**src/rtl/instr_loader.sv**
```systemverilog
// Byte-stream program loader: assembles big-endian 16-bit words into program memory while holding the CPU.
// Optional word checksum enabled by defining LOADER_CHECKSUM_EN.
module instr_loader #(
    parameter int unsigned DEPTH = 256
) (
    input  logic        clk,
    input  logic        rst_n,
    input  logic        load_en,
    input  logic        byte_valid,
    input  logic [7:0]  byte_data,
    output logic        byte_ready,
    output logic        mem_we,
    output logic [7:0]  mem_waddr,
    output logic [15:0] mem_wdata,
    output logic [8:0]  word_count,
    output logic        cpu_hold,
    output logic        load_done,
    output logic [15:0] checksum
);
    localparam int unsigned AW = 8;
    localparam int unsigned DW = 16;
    localparam int unsigned BW = 8;
    localparam int unsigned CW = 9;
    localparam logic [AW-1:0] LAST_ADDR = AW'(DEPTH - 1);

    localparam logic [2:0] S_IDLE = 3'd0;
    localparam logic [2:0] S_HI   = 3'd1;
    localparam logic [2:0] S_LO   = 3'd2;
    localparam logic [2:0] S_WR   = 3'd3;
    localparam logic [2:0] S_DONE = 3'd4;

    logic [2:0]    r_state;
    logic [2:0]    w_state_nxt;
    logic          r_load_en_q;
    logic [AW-1:0] r_addr;
    logic [AW-1:0] w_addr_nxt;
    logic [CW-1:0] r_count;
    logic [CW-1:0] w_count_nxt;
    logic [BW-1:0] r_hi;
    logic [BW-1:0] w_hi_nxt;
    logic [DW-1:0] r_wdata;
    logic [DW-1:0] w_wdata_nxt;
    logic          r_mem_we;
    logic          r_cpu_hold;
    logic          r_load_done;
    logic          w_rise;
    logic          w_ready;
    logic          w_xfer;

    assign w_rise  = load_en & ~r_load_en_q;
    assign w_ready = load_en & ((r_state == S_HI) | (r_state == S_LO));
    assign w_xfer  = w_ready & byte_valid;

    // Next-state and datapath update
    always_comb begin
        w_state_nxt = r_state;
        w_addr_nxt  = r_addr;
        w_count_nxt = r_count;
        w_hi_nxt    = r_hi;
        w_wdata_nxt = r_wdata;
        case (r_state)
            S_IDLE, S_DONE: begin
                if (w_rise) begin
                    w_state_nxt = S_HI;
                    w_addr_nxt  = '0;
                    w_count_nxt = '0;
                end
            end
            S_HI: begin
                if (!load_en) begin
                    w_state_nxt = S_DONE;
                end else if (w_xfer) begin
                    w_hi_nxt    = byte_data;
                    w_state_nxt = S_LO;
                end
            end
            S_LO: begin
                if (!load_en) begin
                    w_state_nxt = S_DONE;
                end else if (w_xfer) begin
                    w_wdata_nxt = {r_hi, byte_data};
                    w_state_nxt = S_WR;
                end
            end
            S_WR: begin
                w_count_nxt = r_count + CW'(1);
                // Address saturates at the last word so it never wraps
                if ((r_addr == LAST_ADDR) || !load_en) begin
                    w_state_nxt = S_DONE;
                end else begin
                    w_addr_nxt  = r_addr + AW'(1);
                    w_state_nxt = S_HI;
                end
            end
            default: w_state_nxt = S_IDLE;
        endcase
    end

    always_ff @(posedge clk or negedge rst_n) begin
        if (!rst_n) begin
            r_state     <= S_IDLE;
            r_load_en_q <= 1'b0;
            r_addr      <= '0;
            r_count     <= '0;
            r_hi        <= '0;
            r_wdata     <= '0;
            r_mem_we    <= 1'b0;
            r_cpu_hold  <= 1'b1;
            r_load_done <= 1'b0;
        end else begin
            r_state     <= w_state_nxt;
            r_load_en_q <= load_en;
            r_addr      <= w_addr_nxt;
            r_count     <= w_count_nxt;
            r_hi        <= w_hi_nxt;
            r_wdata     <= w_wdata_nxt;
            r_mem_we    <= (w_state_nxt == S_WR);
            r_cpu_hold  <= (w_state_nxt != S_DONE);
            r_load_done <= (w_state_nxt == S_DONE);
        end
    end

`ifdef LOADER_CHECKSUM_EN
    logic          w_start;
    logic [DW-1:0] r_checksum;

    assign w_start = w_rise & ((r_state == S_IDLE) | (r_state == S_DONE));

    // XOR of every word written this load
    always_ff @(posedge clk or negedge rst_n) begin
        if (!rst_n) begin
            r_checksum <= '0;
        end else if (w_start) begin
            r_checksum <= '0;
        end else if (r_state == S_WR) begin
            r_checksum <= r_checksum ^ r_wdata;
        end
    end

    assign checksum = r_checksum;
`else
    assign checksum = '0;
`endif

    assign byte_ready = w_ready;
    assign mem_we     = r_mem_we;
    assign mem_waddr  = r_addr;
    assign mem_wdata  = r_wdata;
    assign word_count = r_count;
    assign cpu_hold   = r_cpu_hold;
    assign load_done  = r_load_done;

endmodule

```
**config.mk**
```make
export PLATFORM = sky130hd
export DESIGN_NAME = instr_loader
export DESIGN_NICKNAME = d
export VERILOG_FILES = /design/src/rtl/instr_loader.sv
export SDC_FILE = /design/constraint.sdc
export NUM_CORES = 1
export LEC_CHECK = 0
export ABC_AREA = 1
export ABC_CLOCK_PERIOD_IN_PS = 1400
export BUFFER_PORTS_ARGS = -buffer_cell sky130_fd_sc_hd__buf_2
export CAP_MARGIN = 25
export CORE_MARGIN = 8
export CORE_UTILIZATION = 47
export CTS_BUF_LIST = sky130_fd_sc_hd__clkbuf_16
export DETAILED_ROUTE_END_ITERATION = 7
export PLACE_DENSITY = 0.75
export SLEW_MARGIN = 20
export SYNTH_ARGS = -nofsm -noshare
export SYNTH_HDL_FRONTEND = slang
export SYNTH_SLANG_ARGS = --single-unit
```
**constraint.sdc**
```tcl
create_clock -name clk -period 1.4 [get_ports clk]
set_clock_uncertainty 0.15 [all_clocks]
set_input_delay 0.21 -clock clk [delete_from_list [all_inputs] [get_ports clk]]
set_output_delay 0.21 -clock clk [all_outputs]
set_load 0.03 [all_outputs]
```
==> summary.md <==
| Metric | Value |
|---|---|
| Multiplexer area fraction after synthesis | `0.409%` |
| Die span in y | `88.1 µm` |
| Die W | `88.1 µm` |
| Initial antenna violation count | `0` |
| Antenna cells | `0` |
| WP data arrival | `1240 ps` |
| Netlist cell types | `30` |
| Initial DRT Pass Iterations | `4` |
| Slack of the critical path | `-203 ps` |
| DR iter-0 viols | `92` |
| Min Tclk post-route | `1600 ps` |
| Critical path class | `flop to output pin` |
| CP Launch Type | `flop` |
| Final Setup Violations | `38` |
| Max FO, Critical Path | `4` |
| Ports | `65` |
| Hold path depth | `3` |
| Initial Util | `48.2%` |
| RSZ-0062 raised after global routing | `yes` |
| Hold slack final | `31.0 ps` |
| Synth Area in Simple Gates | `28.4%` |
| Largest family of logic cells by synthesized area | `simple AND/OR/NAND/NOR gates` |
| Area grow syn2layout | `35.7%` |
| Avg Inst Size Synth | `8.35 µm²` |
| CP startpoint | `r_state[2]` |
| Die ar. | `7770 µm²` |
| Reg2Reg Depth | `9` |
| Required time of the critical path | `1040 ps` |
| Post-Layout Cell Count | `452` |
| CTS tree | `built` |
| Gp weighted congestion | `0.815` |
| Final ANT Viol Nets | `0` |
| Vias | `2087` |
| Synth Cell Area | `2450 µm²` |
| Clock-pin slew on the worst setup and hold paths | `70 ps` |
| R2R Path End | `word_count[3]` |
| Fraction of layout cells with a size suffix above 1 | `35.6%` |
| Leakage | `1.82 nW` |
| Final hold violations | `0` |
| Row cnt | `26` |
| Fin. max-slew vios | `0` |
| Power Dens Cells | `1320 nW/µm²` |
| Vias in the first global route | `2119` |
| Max-cap violations | `0` |
| DP HPWL | `4.10 mm` |
| Root Driver | `clkbuf_16` |
| Post-Route WL | `5.66 mm` |
| Num Clock Sinks | `48` |
| Global Route Usage Sum | `15.5%` |
| Crit-path cells | `inv_2, buf_6, nand3_4, nand2_4, nand2_4, inv_2, buf_6` |
| Worst hold endpoint | `r_hi[4]` |
| Core area | `5070 µm²` |
| Setup crit end kind | `output pin` |
| Peak VDD IR | `1.13 mV` |
| Status | `finished, violations left` |
| Worst skew pair latency | `290 ps` |
| CTS Buffer Depth | `2` |
| CP max stage delay | `370 ps` |
| Syn Inst Count | `293` |
| Compound-gate portion of the synthesized area | `7.31%` |
| Largest net degree at the start of global routing | `21` |
| Slowest cell on the critical path | `dfrtp_1` |
| Failing checks | `setup timing` |
| Tcrit/Tclk final | `115%` |
| Register area share after synthesis | `49.2%` |
| Hold Crit Class | `input port to flop` |
| Total grt overflow | `0` |
| Achievable Freq | `0.624 GHz` |
| Port bufs | `48` |
| Wirelength per Cell | `12.5 µm` |
| DRC | `0` |
| R2R Setup Slk | `-130 ps` |
| Hold_sp | `byte_data[4]` |
| Fillers | `428` |
| CTS H-tree depth | `2` |
| Layout Nets | `395` |
| Flops & latches, synth | `48` |
| First-pass GRT wire length | `9.61 mm` |
| R2r startpoint | `r_state[2]` |
| CTS buffer count | `5` |
| Via density | `4.62` |
| DP Cell Count | `426` |
| Post-Synth XOR/XNOR Area | `0.358%` |
| Syn. warnings | `0` |
| Adder-Cell Fraction of Synth Area | `1.02%` |
-- worst max-delay path by stage --
stage | endpoint | depth (start not counted)
final | byte_ready | 7
after detailed placement | r_hi[6] | 6
after global placement | word_count[0] | 6
after global routing | byte_ready | 7
after CTS | byte_ready | 7
after floorplan | mem_waddr[5] | 8
-- layer usage --
layer	wire length, µm	track usage (%)	vias to the layer above
li1	-	-	1055
met1	2420	18.5	959
met2	2800	26.8	67
met3	403	4.60	6
met4	47	3.53	0
met5	0	0	-
-- critical path, delay by kind of cell, from the launching register on --
kind / cells / cell delay (ps)
buf+inv: 4 / 400
flops: 1 / 370
simple gates: 3 / 200
-- cell families after synthesis --
| group | count (synthesis) |
|---|---|
| buf+inv | 62 |
| other cells | 1 |
| compound gates | 28 |
| simple gates | 150 |
| mux | 1 |
| xor+xnor | 1 |
| fa+ha+maj | 2 |
| flops | 48 |
-- flip-flops by register name, summed over array words and instances (netlist names) --
name,cells
mem_wdata,16
word_count,9
mem_waddr,8
r_hi,8
r_state,3
cpu_hold,1
load_done,1
mem_we,1
r_load_en_q,1
-- Yosys cell counts --
cell type | count | area (µm²)
nand2_1 | 101 | 379
inv_2 | 3 | 11.3
nand3_2 | 3 | 30.0
o21ai_0 | 14 | 70.1
nand4_1 | 3 | 18.8
a21oi_1 | 2 | 10.0
o21ai_1 | 1 | 5.00
nor2_4 | 1 | 11.3
buf_4 | 17 | 128
dfstp_2 | 1 | 26.3
buf_6 | 3 | 33.8
dfrtp_1 | 47 | 1180
buf_2 | 2 | 10.0
nand4_4 | 2 | 42.5
nor2_1 | 17 | 63.8
inv_1 | 36 | 135
nand2_2 | 2 | 12.5
clkinv_1 | 1 | 3.75
nor3_1 | 1 | 5.00
nor3_4 | 1 | 16.3
conb_1 | 1 | 3.75
o22ai_1 | 1 | 6.26
nand2_4 | 1 | 11.3
ha_1 | 2 | 25.0
mux2i_1 | 1 | 10.0
nand3b_1 | 1 | 7.51
o21ai_2 | 10 | 87.6
nand3_1 | 16 | 80.1
nand3_4 | 1 | 17.5
xnor2_1 | 1 | 8.76
-- cell usage in the layout (no fill, tap or decap), types with 3 or more instances in the layout --
master and n:
nand4_1 3, buf_6 8, nand3_4 3, buf_2 45, inv_2 5, buf_12 4
nand2_1 96, o21ai_0 9, nand3_1 15, o21ai_2 10, nor2_1 17, o21ai_1 6
inv_1 32, conb_1 16, dfrtp_1 42, clkbuf_16 5, nand2_4 4, nand2_2 4
dfrtp_2 5, buf_4 27
-- per-stage QoR --
stage          TNS [ps]  setup WS, ps  instance area (µm²)  util, %  total power [mW]
6_report          -2820          -203                 3320     65.4              4.38
4_1_cts           -2390          -177                 3310     65.2              4.42
3_3_place_gp       -214         -31.9                 2870     56.6              2.83
5_1_grt           -6780          -257                 3320     65.4              4.61
2_1_floorplan      -378         -53.8                 2530        -              2.55
3_5_place_dp      -1020         -94.7                 2870     56.6              2.87
-- report_power, final --
group	total [mW]	leakage [nW]	switching [mW]	internal, mW
sequential	1.79	0.642	0.138	1.65
combinational	1.20	1.10	0.780	0.425
clock	1.39	0.0804	0.541	0.849
-- layout make-up --
class	instances	area (µm²)	area share (%)
inverters	40	156	4.71
repair buffers	87	646	19.4
well taps	70	87.6	2.64
flip-flops and latches	48	1210	36.4
clock buffers	5	125	3.77
clock inverters	3	46.3	1.39
multi-input cells	199	1050	31.6
-- repair_timing --
action	CTS	global route
hold buffers	2	0
pin swaps	4	1
setup buffers	14	0
cloned	2	0
resized for setup	28	7
endpoints found under the setup margin	25	47
hold endpoints to repair	13	0
Note: power is estimated with default switching activity, not from simulation.
